`src/rtl/register_file_sb_pkg.sv`:
```
// ============================================================================
// Module  : pipe_pkg
// Brief   : Shared widths, read-word field offsets and word packing helper.
// Revision: 1.0 - initial release
// ============================================================================
`default_nettype none

package pipe_pkg;

  localparam int NREGS     = 32;
  localparam int REG_IDX_W = 5;
  localparam int DATA_W    = 16;
  localparam int TAG_W     = 4;
  localparam int RD_WORD_W = 24;
  localparam int VAL_LSB   = 0;
  localparam int BUSY_BIT  = 16;
  localparam int TAG_LSB   = 20;

  function automatic logic [RD_WORD_W-1:0] pack_rd_word(
    input logic [TAG_W-1:0]  tag,
    input logic              busy,
    input logic [DATA_W-1:0] value
  );
    logic [RD_WORD_W-1:0] w;
    w                       = '0;
    w[TAG_LSB +: TAG_W]     = tag;
    w[BUSY_BIT]             = busy;
    w[VAL_LSB +: DATA_W]    = value;
    return w;
  endfunction

endpackage

`default_nettype wire

```
`src/rtl/register_file_sb_if.sv`:
```
// ============================================================================
// Module  : register_file_sb_if
// Brief   : ID/WB-facing bus of the register file: reads, reservations, writebacks.
// Revision: 1.0 - initial release
// ============================================================================
`default_nettype none

interface register_file_sb_if;
  import pipe_pkg::*;

  logic [REG_IDX_W-1:0] read_index_1;
  logic [REG_IDX_W-1:0] read_index_2;
  logic [RD_WORD_W-1:0] read_data_1;
  logic [RD_WORD_W-1:0] read_data_2;
  logic                 rsv_valid;
  logic [REG_IDX_W-1:0] rsv_index;
  logic [TAG_W-1:0]     rsv_tag;
  logic                 wb_valid;
  logic [REG_IDX_W-1:0] wb_index;
  logic [DATA_W-1:0]    wb_data;
  logic [TAG_W-1:0]     wb_tag;
  logic [5:0]           pending_count;

  modport master (
    output read_index_1, read_index_2,
    output rsv_valid, rsv_index, rsv_tag,
    output wb_valid, wb_index, wb_data, wb_tag,
    input  read_data_1, read_data_2, pending_count
  );

  modport slave (
    input  read_index_1, read_index_2,
    input  rsv_valid, rsv_index, rsv_tag,
    input  wb_valid, wb_index, wb_data, wb_tag,
    output read_data_1, read_data_2, pending_count
  );

endinterface

`default_nettype wire

```
`src/rtl/register_file_sb_reg_scoreboard.sv`:
```
// ============================================================================
// Module  : reg_scoreboard
// Brief   : Per-register busy/tag tracking and registered pending count.
// Revision: 1.0 - initial release
// ============================================================================
`default_nettype none

module reg_scoreboard
  import pipe_pkg::*;
(
  input  wire logic                 clk,
  input  wire logic                 rst_n,
  input  wire logic                 rsv_valid,
  input  wire logic [REG_IDX_W-1:0] rsv_index,
  input  wire logic [TAG_W-1:0]     rsv_tag,
  input  wire logic                 wb_valid,
  input  wire logic [REG_IDX_W-1:0] wb_index,
  input  wire logic [TAG_W-1:0]     wb_tag,
  input  wire logic [REG_IDX_W-1:0] rd_index_1,
  input  wire logic [REG_IDX_W-1:0] rd_index_2,
  output logic                      rd_busy_1,
  output logic [TAG_W-1:0]          rd_tag_1,
  output logic                      rd_busy_2,
  output logic [TAG_W-1:0]          rd_tag_2,
  output logic                      wb_post_busy,
  output logic [5:0]                pending_count
);

  // Entry 0 is never written, so it always reads as idle with tag 0.
  logic [NREGS-1:0] r_busy;
  logic [TAG_W-1:0] r_tag [NREGS];
  logic [5:0]       r_count;

  logic w_rsv_hit;
  logic w_wb_hit;
  logic w_wb_match;
  logic w_same_idx;
  logic w_inc;
  logic w_dec;

  assign w_rsv_hit  = rsv_valid && (rsv_index != '0);
  assign w_wb_hit   = wb_valid && (wb_index != '0);
  assign w_wb_match = w_wb_hit && r_busy[wb_index] && (r_tag[wb_index] == wb_tag);
  assign w_same_idx = w_rsv_hit && w_wb_hit && (rsv_index == wb_index);
  assign w_inc      = w_rsv_hit && !r_busy[rsv_index];
  assign w_dec      = w_wb_match && !w_same_idx;

  // Tag is not changed by a writeback, so only busy needs a post-write view.
  assign wb_post_busy  = r_busy[wb_index] && (r_tag[wb_index] != wb_tag);
  assign rd_busy_1     = r_busy[rd_index_1];
  assign rd_tag_1      = r_tag[rd_index_1];
  assign rd_busy_2     = r_busy[rd_index_2];
  assign rd_tag_2      = r_tag[rd_index_2];
  assign pending_count = r_count;

  always_ff @(posedge clk or negedge rst_n) begin
    if (!rst_n) begin
      r_busy  <= '0;
      r_count <= '0;
      for (int i = 0; i < NREGS; i++) begin
        r_tag[i] <= '0;
      end
    end else begin
      if (w_wb_match) begin
        r_busy[wb_index] <= 1'b0;
      end
      // Reservation comes last so it wins a same-index collision.
      if (w_rsv_hit) begin
        r_busy[rsv_index] <= 1'b1;
        r_tag[rsv_index]  <= rsv_tag;
      end
      r_count <= r_count + 6'(w_inc) - 6'(w_dec);
    end
  end

endmodule

`default_nettype wire

```
`src/rtl/register_file_sb.sv`:
```
// ============================================================================
// Module  : register_file_sb
// Brief   : Register file with issue scoreboard and write-through read bypass.
// Revision: 1.0 - initial release
// ============================================================================
`default_nettype none

module register_file_sb
  import pipe_pkg::*;
(
  input  wire logic         clk,
  input  wire logic         rst_n,
  register_file_sb_if.slave bus
);

  logic [DATA_W-1:0] r_value [NREGS];

  logic              w_wb_hit;
  logic              w_byp_1;
  logic              w_byp_2;
  logic              w_sb_busy_1;
  logic              w_sb_busy_2;
  logic              w_wb_post_busy;
  logic [TAG_W-1:0]  w_tag_1;
  logic [TAG_W-1:0]  w_tag_2;
  logic [DATA_W-1:0] w_val_1;
  logic [DATA_W-1:0] w_val_2;
  logic              w_busy_1;
  logic              w_busy_2;

  assign w_wb_hit = bus.wb_valid && (bus.wb_index != '0);

  always_ff @(posedge clk or negedge rst_n) begin
    if (!rst_n) begin
      for (int i = 0; i < NREGS; i++) begin
        r_value[i] <= '0;
      end
    end else if (w_wb_hit) begin
      r_value[bus.wb_index] <= bus.wb_data;
    end
  end

  reg_scoreboard u_sb (
    .clk           (clk),
    .rst_n         (rst_n),
    .rsv_valid     (bus.rsv_valid),
    .rsv_index     (bus.rsv_index),
    .rsv_tag       (bus.rsv_tag),
    .wb_valid      (bus.wb_valid),
    .wb_index      (bus.wb_index),
    .wb_tag        (bus.wb_tag),
    .rd_index_1    (bus.read_index_1),
    .rd_index_2    (bus.read_index_2),
    .rd_busy_1     (w_sb_busy_1),
    .rd_tag_1      (w_tag_1),
    .rd_busy_2     (w_sb_busy_2),
    .rd_tag_2      (w_tag_2),
    .wb_post_busy  (w_wb_post_busy),
    .pending_count (bus.pending_count)
  );

  // Write-through: a read of the register being written sees the post-edge value/busy.
  assign w_byp_1  = w_wb_hit && (bus.wb_index == bus.read_index_1);
  assign w_byp_2  = w_wb_hit && (bus.wb_index == bus.read_index_2);
  assign w_val_1  = w_byp_1 ? bus.wb_data    : r_value[bus.read_index_1];
  assign w_val_2  = w_byp_2 ? bus.wb_data    : r_value[bus.read_index_2];
  assign w_busy_1 = w_byp_1 ? w_wb_post_busy : w_sb_busy_1;
  assign w_busy_2 = w_byp_2 ? w_wb_post_busy : w_sb_busy_2;

  assign bus.read_data_1 = (!rst_n || bus.read_index_1 == '0) ? '0
                         : pack_rd_word(w_tag_1, w_busy_1, w_val_1);
  assign bus.read_data_2 = (!rst_n || bus.read_index_2 == '0) ? '0
                         : pack_rd_word(w_tag_2, w_busy_2, w_val_2);

endmodule

`default_nettype wire

```
`src/flat_wrapper.sv`:
```
// flat-port wrapper written by rule: the top's interface ports become plain ports
module register_file_sb_flat import pipe_pkg::*;
  (clk, rst_n, bus_read_index_1, bus_read_index_2, bus_rsv_valid, bus_rsv_index, bus_rsv_tag, bus_wb_valid, bus_wb_index, bus_wb_data, bus_wb_tag, bus_read_data_1, bus_read_data_2, bus_pending_count);
  register_file_sb_if bus_i ();
  input  wire logic clk;
  input  wire logic rst_n;
  input wire logic [$bits(bus_i.read_index_1)-1:0] bus_read_index_1;
  input wire logic [$bits(bus_i.read_index_2)-1:0] bus_read_index_2;
  input wire logic [$bits(bus_i.rsv_valid)-1:0] bus_rsv_valid;
  input wire logic [$bits(bus_i.rsv_index)-1:0] bus_rsv_index;
  input wire logic [$bits(bus_i.rsv_tag)-1:0] bus_rsv_tag;
  input wire logic [$bits(bus_i.wb_valid)-1:0] bus_wb_valid;
  input wire logic [$bits(bus_i.wb_index)-1:0] bus_wb_index;
  input wire logic [$bits(bus_i.wb_data)-1:0] bus_wb_data;
  input wire logic [$bits(bus_i.wb_tag)-1:0] bus_wb_tag;
  output wire logic [$bits(bus_i.read_data_1)-1:0] bus_read_data_1;
  output wire logic [$bits(bus_i.read_data_2)-1:0] bus_read_data_2;
  output wire logic [$bits(bus_i.pending_count)-1:0] bus_pending_count;
  assign bus_i.read_index_1 = bus_read_index_1;
  assign bus_i.read_index_2 = bus_read_index_2;
  assign bus_i.rsv_valid = bus_rsv_valid;
  assign bus_i.rsv_index = bus_rsv_index;
  assign bus_i.rsv_tag = bus_rsv_tag;
  assign bus_i.wb_valid = bus_wb_valid;
  assign bus_i.wb_index = bus_wb_index;
  assign bus_i.wb_data = bus_wb_data;
  assign bus_i.wb_tag = bus_wb_tag;
  assign bus_read_data_1 = bus_i.read_data_1;
  assign bus_read_data_2 = bus_i.read_data_2;
  assign bus_pending_count = bus_i.pending_count;
  register_file_sb u_core (.clk(clk), .rst_n(rst_n), .bus(bus_i));
endmodule
```
`config.mk`:
```
export PLATFORM = sky130hd
export DESIGN_NAME = register_file_sb_flat
export DESIGN_NICKNAME = d
export VERILOG_FILES = /design/src/rtl/register_file_sb_pkg.sv /design/src/rtl/register_file_sb_if.sv /design/src/rtl/register_file_sb_reg_scoreboard.sv /design/src/rtl/register_file_sb.sv /design/src/flat_wrapper.sv
export SDC_FILE = /design/constraint.sdc
export NUM_CORES = 1
export LEC_CHECK = 0
export ABC_CLOCK_PERIOD_IN_PS = 9800
export BUFFER_PORTS_ARGS = -buffer_cell sky130_fd_sc_hd__buf_2
export CAP_MARGIN = 20
export CELL_PAD_IN_SITES_DETAIL_PLACEMENT = 1
export CELL_PAD_IN_SITES_GLOBAL_PLACEMENT = 2
export CORE_UTILIZATION = 50
export DETAILED_ROUTE_END_ITERATION = 8
export PLACE_DENSITY_LB_ADDON = 0.25
export SLEW_MARGIN = 0
export SYNTH_ARGS = -nofsm -noshare
export SYNTH_HDL_FRONTEND = slang
export SYNTH_SLANG_ARGS = --single-unit
```
`constraint.sdc`:
```
create_clock -name clk -period 9.8 [get_ports clk]
set_input_delay 1.96 -clock clk [delete_from_list [all_inputs] [get_ports clk]]
set_output_delay 1.96 -clock clk [all_outputs]
set_load 0.05 [all_outputs]
```
==> qor.csv, run 1 <==
metric,value,unit
status,"complete, no violations",
worst skew pair latency,630,ps
vias in the first global route,28600,
PD cells,212,nW/µm²
Total Routed Length,136000,µm
Filler cells,7457,
initial core utilization,50.4,%
relative slew slack,20.8,%
Adder-Cell Fraction of Synth Area,0.244,%
Die Area,79100,µm²
multiplexer area fraction after synthesis,42.3,%
Synth top area share,43.5,%
fin crit share,75.4,%
global route overflow,0,
H-tree levels,3,
post-layout min period,7390,ps
All-Layer GR Usage,35.3,%
DR iter-0 viols,2586,
Post-synth EDFFs,0,
clk slew on worst S/H paths,50,ps
Final Hold Vio Count,0,
gpl congestion,0.909,
WS Path Type,in -> out,
NumNets Final,2833,
hold buffers post-CTS,0,
Setup crit start kind,input pin,
Main synth FF type,dfrtp_1,
setup bufs post-CTS,0,
CORE AREA,77300,µm²
Buf/Inv on CP,3,
placed cells,3735,
Die W,281,µm
cell taking the most area after synthesis,dfrtp_1,
Critical Path AT,5430,ps
Sequential Area,17000,µm²
Synth Cell Area,39000,µm²
HPWL after DPL,81500,µm
PostCTS Resize Cnt,0,
main combinational cell family by area after synthesis,multiplexers,
1st-pass router iterations,7,
Rows,102,
# clock sinks,678,
most frequent CP cell,buf_4,
Synth warnings,0,
CP top delay family,buffers and inverters,
clock root buffer,clkbuf_16,
Die Height,281,µm
P_leak,0.0184,µW
first-pass GRT wire length,201000,µm
worst hold-check path type,reg -> reg,
Post-synth ARST share,100,%
WL/cell,35.0,µm
antenna violations before repair,3,
DR vias,26900,
Worst VDD drop,0.121,mV
f_max,135,MHz
multi-input logic area,20600,µm²
Max-Cap Viols,0,
clock buffer count from CTS,78,
largest net degree at the start of global routing,185,
worst-path maximum fanout,48,
max-slew violation count,0,
Synth area leaders,"dfrtp_1 44%, mux4_2 18%, mux2_2 18%",
cells along the critical path,buf_4 -> buf_4 -> mux2i_1 -> o22ai_1 -> nor4_1 -> nand2_1 -> xor2_1 -> nor4_4 -> o21ai_0 -> buf_2,
Final ANT Viol Nets,0,
Port Buf Inserts,95,
Setup crit end kind,primary output,
top-level I/O count,102,
# setup viols final,0,
"FF+latch count, synth",678,
"Area growth, synth to finish",9.66,%
vias per cell,6.94,
Simple-Gate Fraction of Synth Area,4.58,%
Max clock buf depth,3,
r2r setup slk,5410,ps
unrepaired setup endpoints after global routing,false,
Slew @ Worst Pin,1180,ps
CTS tree,done,
Slowest Stage Delay on Critical Path,770,ps
share of layout cells above drive strength 1,45.7,%
"Req. time, crit path",7840,ps
CP max stage cell,buf_4,
Compound-Gate Fraction of Synth Area,5.01,%
Synth cell types,58,
DRC violations left,0,
final setup TNS,0,ps
Mapped Cells,2818,
clk_skew,14.2,ps
sequential area share after synthesis,43.5,%
syn_area_per_cell,13.8,µm²
Final Non-Filler Cells,3879,
Synth Area in XOR/XNOR,0.539,%
where the power goes:
part | total (µW) | leakage (µW) | internal (µW) | switching (µW)
clock network | 3050 | 0.00132 | 1800 | 1250
registers | 3840 | 0.00865 | 3350 | 497
logic | 2150 | 0.00838 | 1130 | 1030
total | 9050 | 0.0184 | 6280 | 2770
cells by family after synthesis:
family	after synthesis
AOI/OAI and AO/OA	274
xor gates and xnor gates	24
DFF	678
buffers and inverters	303
other	1
adders and majority gates	7
and+or+nand+nor	356
muxes	1175
registers in the layout, summed over array words and instances, names as in the netlist:
register                   flops
u_core.r_value               512
u_core.u_sb.r_tag            128
u_core.u_sb.pending_count      6
u_core.u_sb.r_busy            32
metrics by stage:
stage	hold slack, ps	total power (µW)	utilization (%)	cell area [µm²]	setup slack [ps]
finish	399	9050	55.3	42700	2410
global route	414	9400	55.3	42700	2230
CTS	401	9060	55.2	42700	2440
detailed placement	387	6000	51.7	40000	2460
global placement	381	5850	51.7	40000	2510
floorplan	441	5330	-	39000	3150
worst paths after layout:
| check | start | to | cells past startpoint |
|---|---|---|---|
| worst max-delay path | bus_wb_index[1] | bus_read_data_1[16] | 10 |
| max in group asynchronous | rst_n | u_core.r_value[305] | 3 |
| worst min register to register | u_core.r_value[496] | u_core.r_value[496] | 0 |
| worst max register to register | u_core.u_sb.r_tag[37] | u_core.u_sb.pending_count[4] | 17 |
| min in group asynchronous | rst_n | u_core.u_sb.r_tag[95] | 1 |
| worst min-delay path | u_core.r_value[496] | u_core.r_value[496] | 0 |
cell usage after synthesis, types with 5 or more instances:
master and number:
a211oi_1 17, a21oi_1 61, a21oi_2 30, buf_1 20, buf_2 75, buf_4 36, buf_6 13, clkbuf_1 146
dfrtp_1 678, ha_1 6, inv_1 11, mux2_2 613, mux2i_1 245, mux4_2 317, nand2_1 51, nand2_2 8
nand3_1 9, nand3b_1 5, nor2_1 147, nor2_2 9, nor2b_1 5, nor3_1 59, nor4_1 22, o221ai_1 80
o22ai_1 72, or4bb_1 6, xnor2_1 13, xor2_1 11
worst reg2reg max path: cells and delay by family, from the launching register on:
kind | cells | cell delay (ps)
AOI/OAI and AO/OA | 3 | 290
muxes | 1 | 260
and+or+nand+nor | 4 | 1340
DFF | 1 | 430
adders and majority gates | 3 | 840
xor gates and xnor gates | 2 | 300
buffers and inverters | 4 | 800
routing by layer:
metal | vias up | wire, µm | track usage [%]
met1 | 14600 | 54100 | 46.6
met5 | - | 23 | 0
li1 | 10800 | - | -
met2 | 1130 | 65900 | 56.9
met3 | 368 | 8980 | 6.31
met4 | 4 | 6900 | 16.2
area by class of cell:
cell class	count	area share, %
diodes	1	0.00585
clock buffers	117	5.64
clock inverters	23	0.585
inverters	12	0.105
multi-input cells	1842	48.2
flip-flops and latches	678	39.7
well taps	1040	3.04
repair buffers	166	2.73
layout by cell type, fill, tap and decap left out, types with 3 or more instances in the layout:
master / n
dfrtp_1: 678
mux2_2: 613
mux4_2: 317
mux2i_1: 245
nor2_1: 144
buf_2: 88
o221ai_1: 80
clkbuf_16: 79
o22ai_1: 72
buf_4: 65
a21oi_1: 61
nor3_1: 59
nand2_1: 50
a21oi_2: 30
clkbuf_8: 30
nor4_1: 22
a211oi_1: 17
xnor2_1: 13
clkinv_2: 13
nor2_2: 12
inv_1: 11
xor2_1: 11
nand2_2: 9
clkbuf_1: 9
nand3_1: 8
or4bb_1: 6
ha_1: 6
conb_1: 6
nor2b_1: 5
nand3b_1: 5
buf_12: 5
or3_1: 4
nand4b_1: 4
a22oi_1: 4
bufinv_16: 4
and3_1: 3
or2_2: 3
buf_8: 3
Power figures use the tool's default switching activity.
==> run 2: changes to the inputs <==
--- a/config.mk
+++ b/config.mk
@@ -5,12 +5,13 @@
 export SDC_FILE = /design/constraint.sdc
 export NUM_CORES = 1
 export LEC_CHECK = 0
-export ABC_CLOCK_PERIOD_IN_PS = 9800
+export ABC_AREA = 1
+export ABC_CLOCK_PERIOD_IN_PS = 6400
 export BUFFER_PORTS_ARGS = -buffer_cell sky130_fd_sc_hd__buf_2
 export CAP_MARGIN = 20
 export CELL_PAD_IN_SITES_DETAIL_PLACEMENT = 1
 export CELL_PAD_IN_SITES_GLOBAL_PLACEMENT = 2
-export CORE_UTILIZATION = 50
+export CORE_UTILIZATION = 33
 export DETAILED_ROUTE_END_ITERATION = 8
 export PLACE_DENSITY_LB_ADDON = 0.25
 export SLEW_MARGIN = 0
==> constraint.sdc (replaced) <==
create_clock -name clk -period 6.4 [get_ports clk]
set_input_delay 1.28 -clock clk [delete_from_list [all_inputs] [get_ports clk]]
set_output_delay 1.28 -clock clk [all_outputs]
set_load 0.05 [all_outputs]
==> run 2 against run 1 <==
Total power increased by 56%; via count grew 49%; setup slack lost 1600 ps; largest power group unchanged; first-iteration DRC count increased by 49%; cell count increased by 76%.
==> qor.csv, run 2 <==
metric,value,unit
status,"complete, no violations",
CORE AREA,117000,µm²
worst hold-check path type,reg -> reg,
Reg with most FFs,u_core.r_value,
"commonest cells after routing, fill and taps aside","1,352 x o21ai_0, 1,248 x nand2_1, 678 x dfrtp_1",
internal power,9090,µW
Compound-Gate Fraction of Synth Area,26.6,%
sequential area share after synthesis,43.4,%
DR vias,40200,
syn_area_per_cell,7.21,µm²
Synth area leaders,"dfrtp_1 43%, o21ai_0 17%, nand2_1 12%",
Max clock buf depth,3,
vias in the first global route,40000,
design area,43800,µm²
Synth top area share,43.4,%
WL/cell,26.9,µm
Final ANT Viol Nets,0,
"count leader, synth",o21ai_0,
f_max,179,MHz
cell taking the most area after synthesis,dfrtp_1,
share of layout cells above drive strength 1,7.46,%
main combinational cell family by area after synthesis,compound AO/OA/AOI/OAI gates,
All-Layer GR Usage,30.4,%
Final Non-Filler Cells,6835,
Placed Area,40900,µm²
PostCTS Resize Cnt,0,
relative slew slack,23.9,%
met3 wire length,11800,µm
routed length on met2,83100,µm
top-level I/O count,102,
"Area growth, synth to finish",12.1,%
Clock Power Share,35.0,%
Main synth FF type,dfrtp_1,
global route overflow,0,
Worst VDD drop,0.233,mV
clk slew on worst S/H paths,50,ps
first-pass GRT wire length,275000,µm
CP top delay family,buffers and inverters,
"commonest non-fill, non-tap cell in the layout",o21ai_0,
Post-synth EDFFs,0,
initial core utilization,33.5,%
Filler cells,14400,
"top cells by count, synth","1,352 x o21ai_0, 1,251 x nand2_1, 678 x dfrtp_1",
gpl congestion,0.921,
DR iter-0 viols,3852,
Slew @ Worst Pin,1140,ps
1st-pass router iterations,6,
antenna violations before repair,8,
max reg flops,512,
H-tree levels,3,
NumNets Final,5306,
Logic pwr share,22.9,%
"FF+latch count, synth",678,
Port Buf Inserts,95,
clock root buffer,clkbuf_16,
Synth Area in XOR/XNOR,0.381,%
clock buffer count from CTS,85,
Post-synth ARST share,100,%
placed cells,6686,
Flop pwr share,42.1,%
post-layout min period,5570,ps
worst-path maximum fanout,30,
HPWL after DPL,115000,µm
Rows,125,
Setup crit start kind,input pin,
worst skew pair latency,670,ps
net switching power,5030,µW
Die W,346,µm
# setup viols final,0,
Die Area,120000,µm²
Synth warnings,0,
Buf/Inv on CP,3,
Diodes inserted,0,
top sig layer,met5,
Simple-Gate Fraction of Synth Area,20.5,%
Adder-Cell Fraction of Synth Area,0.244,%
final setup TNS,0,ps
most frequent CP cell,nand2_1,
cells along the critical path,buf_2 -> inv_2 -> nor2_4 -> a21oi_1 -> nand2_1 -> nand2_1 -> nand2_1 -> nor2_1 -> nand2_1 -> nand2_1 -> nand2_1 -> nor2_4 -> nand2_1 -> nand2_1 -> a21oi_1 -> buf_2,
"Req. time, crit path",5120,ps
WS Path Type,in -> out,
Synth cell types,41,
Slowest Stage Delay on Critical Path,460,ps
clk_skew,36.1,ps
hold buffers post-CTS,0,
# clock sinks,678,
PD cells,323,nW/µm²
Mapped Cells,5414,
switch share,35.6,%
vias per cell,5.88,
P_leak,0.0193,µW
multiplexer area fraction after synthesis,1.54,%
setup bufs post-CTS,0,
wire length on met1,83100,µm
max-slew violation count,0,
Total Routed Length,184000,µm
Die Height,346,µm
Critical Path AT,4290,ps
largest registers,"u_core.r_value x512, u_core.u_sb.r_tag x128, u_core.u_sb.r_busy x32",
DRC violations left,0,
Setup crit end kind,primary output,
fin crit share,87.1,%
Max-Cap Viols,0,
Synth Cell Area,39000,µm²
Final Hold Vio Count,0,
CP max stage cell,a21oi_1,
CTS tree,done,
unrepaired setup endpoints after global routing,false,
largest net degree at the start of global routing,102,
-- run 2: layout make-up --
class                           instances  area (µm²)  share of cell area, %
Tap cell                             1524        1910                   4.35
Sequential cell                       678       17000                   38.7
Clock inverter                         17         240                  0.549
Multi-Input combinational cell       4027       19300                   44.0
Timing Repair Buffer                  239        2010                   4.58
Inverter                              220         847                   1.93
Clock buffer                          130        2560                   5.85
-- run 2: kinds of logic (layout without fill, tap and decap cells) --
group                    after synthesis  after routing
flip-flops                           678            678
adder cells (fa/ha/maj)                7              7
AO/OA/AOI/OAI                       1924           1924
buffers and inverters                714            606
AND/OR/NAND/NOR                     2013           2013
XOR/XNOR                              17             17
multiplexers                          60             60
other                                  1              6
-- run 2: final timing paths --
path,startpoint,end,depth (start not counted),slack (ps)
min in group asynchronous,rst_n,u_core.u_sb.r_tag[105],1,500
max,bus_wb_index[1],bus_read_data_2[16],16,830
min,u_core.r_value[502],u_core.r_value[502],0,370
max in group asynchronous,rst_n,u_core.r_value[256],4,2930
min reg2reg,u_core.r_value[502],u_core.r_value[502],0,370
max reg2reg,u_core.u_sb.r_tag[107],u_core.u_sb.pending_count[4],21,2790
-- run 2: metal layers --
metal / GRT usage (%) / vias to the layer above
met5: 0 / -
met3: 4.65 / 328
met1: 42.4 / 20400
li1: - / 18000
met2: 48.2 / 1415
met4: 9.27 / 14
-- run 2: power by group through the flow --
| stage | Combinational (µW) | Clock, µW | Sequential, µW |
|---|---|---|---|
| floorplan | 2130 | 0 | 5780 |
| global placement | 3110 | 0 | 5980 |
| detailed placement | 3210 | 0 | 5990 |
| CTS | 3220 | 5030 | 5920 |
| global route | 3640 | 5170 | 6050 |
| finish | 3230 | 4940 | 5950 |
-- run 2: stage by stage --
stage / total power (µW) / hold slack, ps / setup WS, ps / util (%)
6_report: 14100 / 373 / 825 / 37.5
3_5_place_dp: 9200 / 368 / 863 / 35.1
2_1_floorplan: 7900 / 429 / 1790 / -
5_1_grt: 14900 / 384 / 698 / 37.5
3_3_place_gp: 9090 / 365 / 879 / 35.0
4_1_cts: 14200 / 379 / 848 / 37.5
==> run 3: changes to the inputs <==
--- a/config.mk
+++ b/config.mk
@@ -9,9 +9,9 @@
 export ABC_CLOCK_PERIOD_IN_PS = 6400
 export BUFFER_PORTS_ARGS = -buffer_cell sky130_fd_sc_hd__buf_2
 export CAP_MARGIN = 20
-export CELL_PAD_IN_SITES_DETAIL_PLACEMENT = 1
-export CELL_PAD_IN_SITES_GLOBAL_PLACEMENT = 2
-export CORE_UTILIZATION = 33
+export CELL_PAD_IN_SITES_DETAIL_PLACEMENT = 0
+export CELL_PAD_IN_SITES_GLOBAL_PLACEMENT = 1
+export CORE_UTILIZATION = 42
 export DETAILED_ROUTE_END_ITERATION = 8
 export PLACE_DENSITY_LB_ADDON = 0.25
 export SLEW_MARGIN = 0
==> run 3 against run 2 <==
Sequential share of layout area is 0.76 points higher; largest cell class unchanged; combinational power is 5% lower; total power is 3.1% lower.
==> qor.csv, run 3 (synthesis gave the netlist of run 2 again) <==
metric,value,unit
status,"complete, no violations",
share of layout cells above drive strength 1,6.92,%
setup bufs post-CTS,0,
Slew @ Worst Pin,1160,ps
Die W,307,µm
Port Buf Inserts,95,
Worst VDD drop,0.217,mV
met3 GRT Util,6.03,%
worst-path maximum fanout,58,
P_leak,0.0191,µW
Die Area,94200,µm²
total power draw,13700,µW
M2 GR Usage,50.7,%
clk_skew,31.8,ps
NumNets Final,5265,
DRC violations left,0,
final setup TNS,0,ps
Worst Hold Endpoint,u_core.r_value[500],
vias per cell,6.04,
worst skew pair latency,660,ps
r2r setup slk,3020,ps
r2r worst-path depth,20,
largest net degree at the start of global routing,163,
"Area growth, synth to finish",9.96,%
Total Routed Length,159000,µm
antenna violations before repair,0,
worst hold-check path type,reg -> reg,
WS Path Type,in -> out,
clk slew on worst S/H paths,60,ps
Setup crit end kind,primary output,
first-pass GRT wire length,238000,µm
clock buffer count from CTS,81,
largest registers,"u_core.r_value x512, u_core.u_sb.r_tag x128, u_core.u_sb.r_busy x32",
Critical Path AT,4320,ps
# setup viols final,0,
worst reg2reg path startpoint,u_core.u_sb.r_tag[4],
gpl congestion,0.953,
cells along the critical path,buf_4 -> buf_12 -> xor2_1 -> nor4_1 -> nand2_2 -> nand3_1 -> o211ai_1 -> inv_1 -> buf_2,
FF-to-FF End,u_core.u_sb.pending_count[4],
met1 Use GR,46.7,%
Final ANT Viol Nets,0,
"commonest cells after routing, fill and taps aside","1,352 x o21ai_0, 1,240 x nand2_1, 678 x dfrtp_1",
Die Height,307,µm
Hold Crit Start,u_core.r_value[500],
DR iter-0 viols,5720,
Worst Hold Depth,0,
post-layout min period,5600,ps
All-Layer GR Usage,33.4,%
WL/cell,24.4,µm
Max clock buf depth,3,
1st-pass router iterations,7,
vias in the first global route,36000,
Slowest Stage Delay on Critical Path,640,ps
PD cells,319,nW/µm²
Final Non-Filler Cells,6515,
max reg flops,512,
PostCTS Resize Cnt,0,
Rows,111,
fin crit share,87.5,%
initial core utilization,42.5,%
unrepaired setup endpoints after global routing,false,
relative slew slack,22.0,%
max-slew violation count,0,
hold buffers post-CTS,0,
"Req. time, crit path",5120,ps
top-level I/O count,102,
busiest layer in global routing,met2,
Max-Cap Viols,0,
Diodes inserted,0,
global route overflow,0,
Setup crit start kind,input pin,
final hold slack,376,ps
CTS tree,done,
placed cells,6368,
H-tree levels,3,
CP max stage cell,nand2_2,
f_max,179,MHz
Reg with most FFs,u_core.r_value,
Post-Route Utilization,46.7,%
DR vias,39400,
# clock sinks,678,
Final Hold Vio Count,0,
clock root buffer,clkbuf_16,
"commonest non-fill, non-tap cell in the layout",o21ai_0,
HPWL after DPL,96000,µm
CORE AREA,91900,µm²
-- run 3: how the worst max path moves through the flow --
| stage | from | endpoint | slack [ps] |
|---|---|---|---|
| after floorplan | bus_wb_index[4] | bus_read_data_2[16] | 1790 |
| final | bus_read_index_2[1] | bus_read_data_2[3] | 800 |
| after global routing | bus_read_index_2[1] | bus_read_data_2[11] | 700 |
| after CTS | bus_read_index_2[1] | bus_read_data_2[3] | 870 |
| after detailed placement | bus_read_index_2[1] | bus_read_data_2[3] | 880 |
| after global placement | bus_read_index_2[1] | bus_read_data_2[3] | 860 |
-- run 3: final cells by class --
| type | instances | area (µm²) |
|---|---|---|
| Clock buffer | 118 | 2330 |
| Clock inverter | 27 | 329 |
| Fill cell | 9455 | 49000 |
| Inverter | 220 | 843 |
| Multi-Input combinational cell | 4027 | 19300 |
| Sequential cell | 678 | 17000 |
| Tap cell | 1243 | 1560 |
| Timing Repair Buffer | 202 | 1640 |
-- run 3: metal layers --
metal  part of all wire [%]  vias to the layer above
met5                      0                        -
met1                     42                    18900
met3                    9.9                      337
met4                    4.4                        0
met2                     44                     2183
li1                       -                    18000
-- run 3: worst max-delay path: cells and delay by family --
family	cells	cell delay [ps]
AOI/OAI and AO/OA	1	170
xor gates and xnor gates	1	120
buffers and inverters	4	1140
and+or+nand+nor	3	1560
-- run 3: power breakdown --
part / switching [µW] / leakage (µW) / internal, µW / total, µW
logic: 2020 / 0.00899 / 1050 / 3080
clock network: 1970 / 0.00130 / 2740 / 4710
registers: 763 / 0.00878 / 5150 / 5910
-- run 3: metrics by stage --
step                      setup WS, ps  area (µm²)
after global placement             857       40200
after global routing               700       42900
after floorplan                   1790       39100
final                              799       42900
after detailed placement           880       40200
after CTS                          869       42900
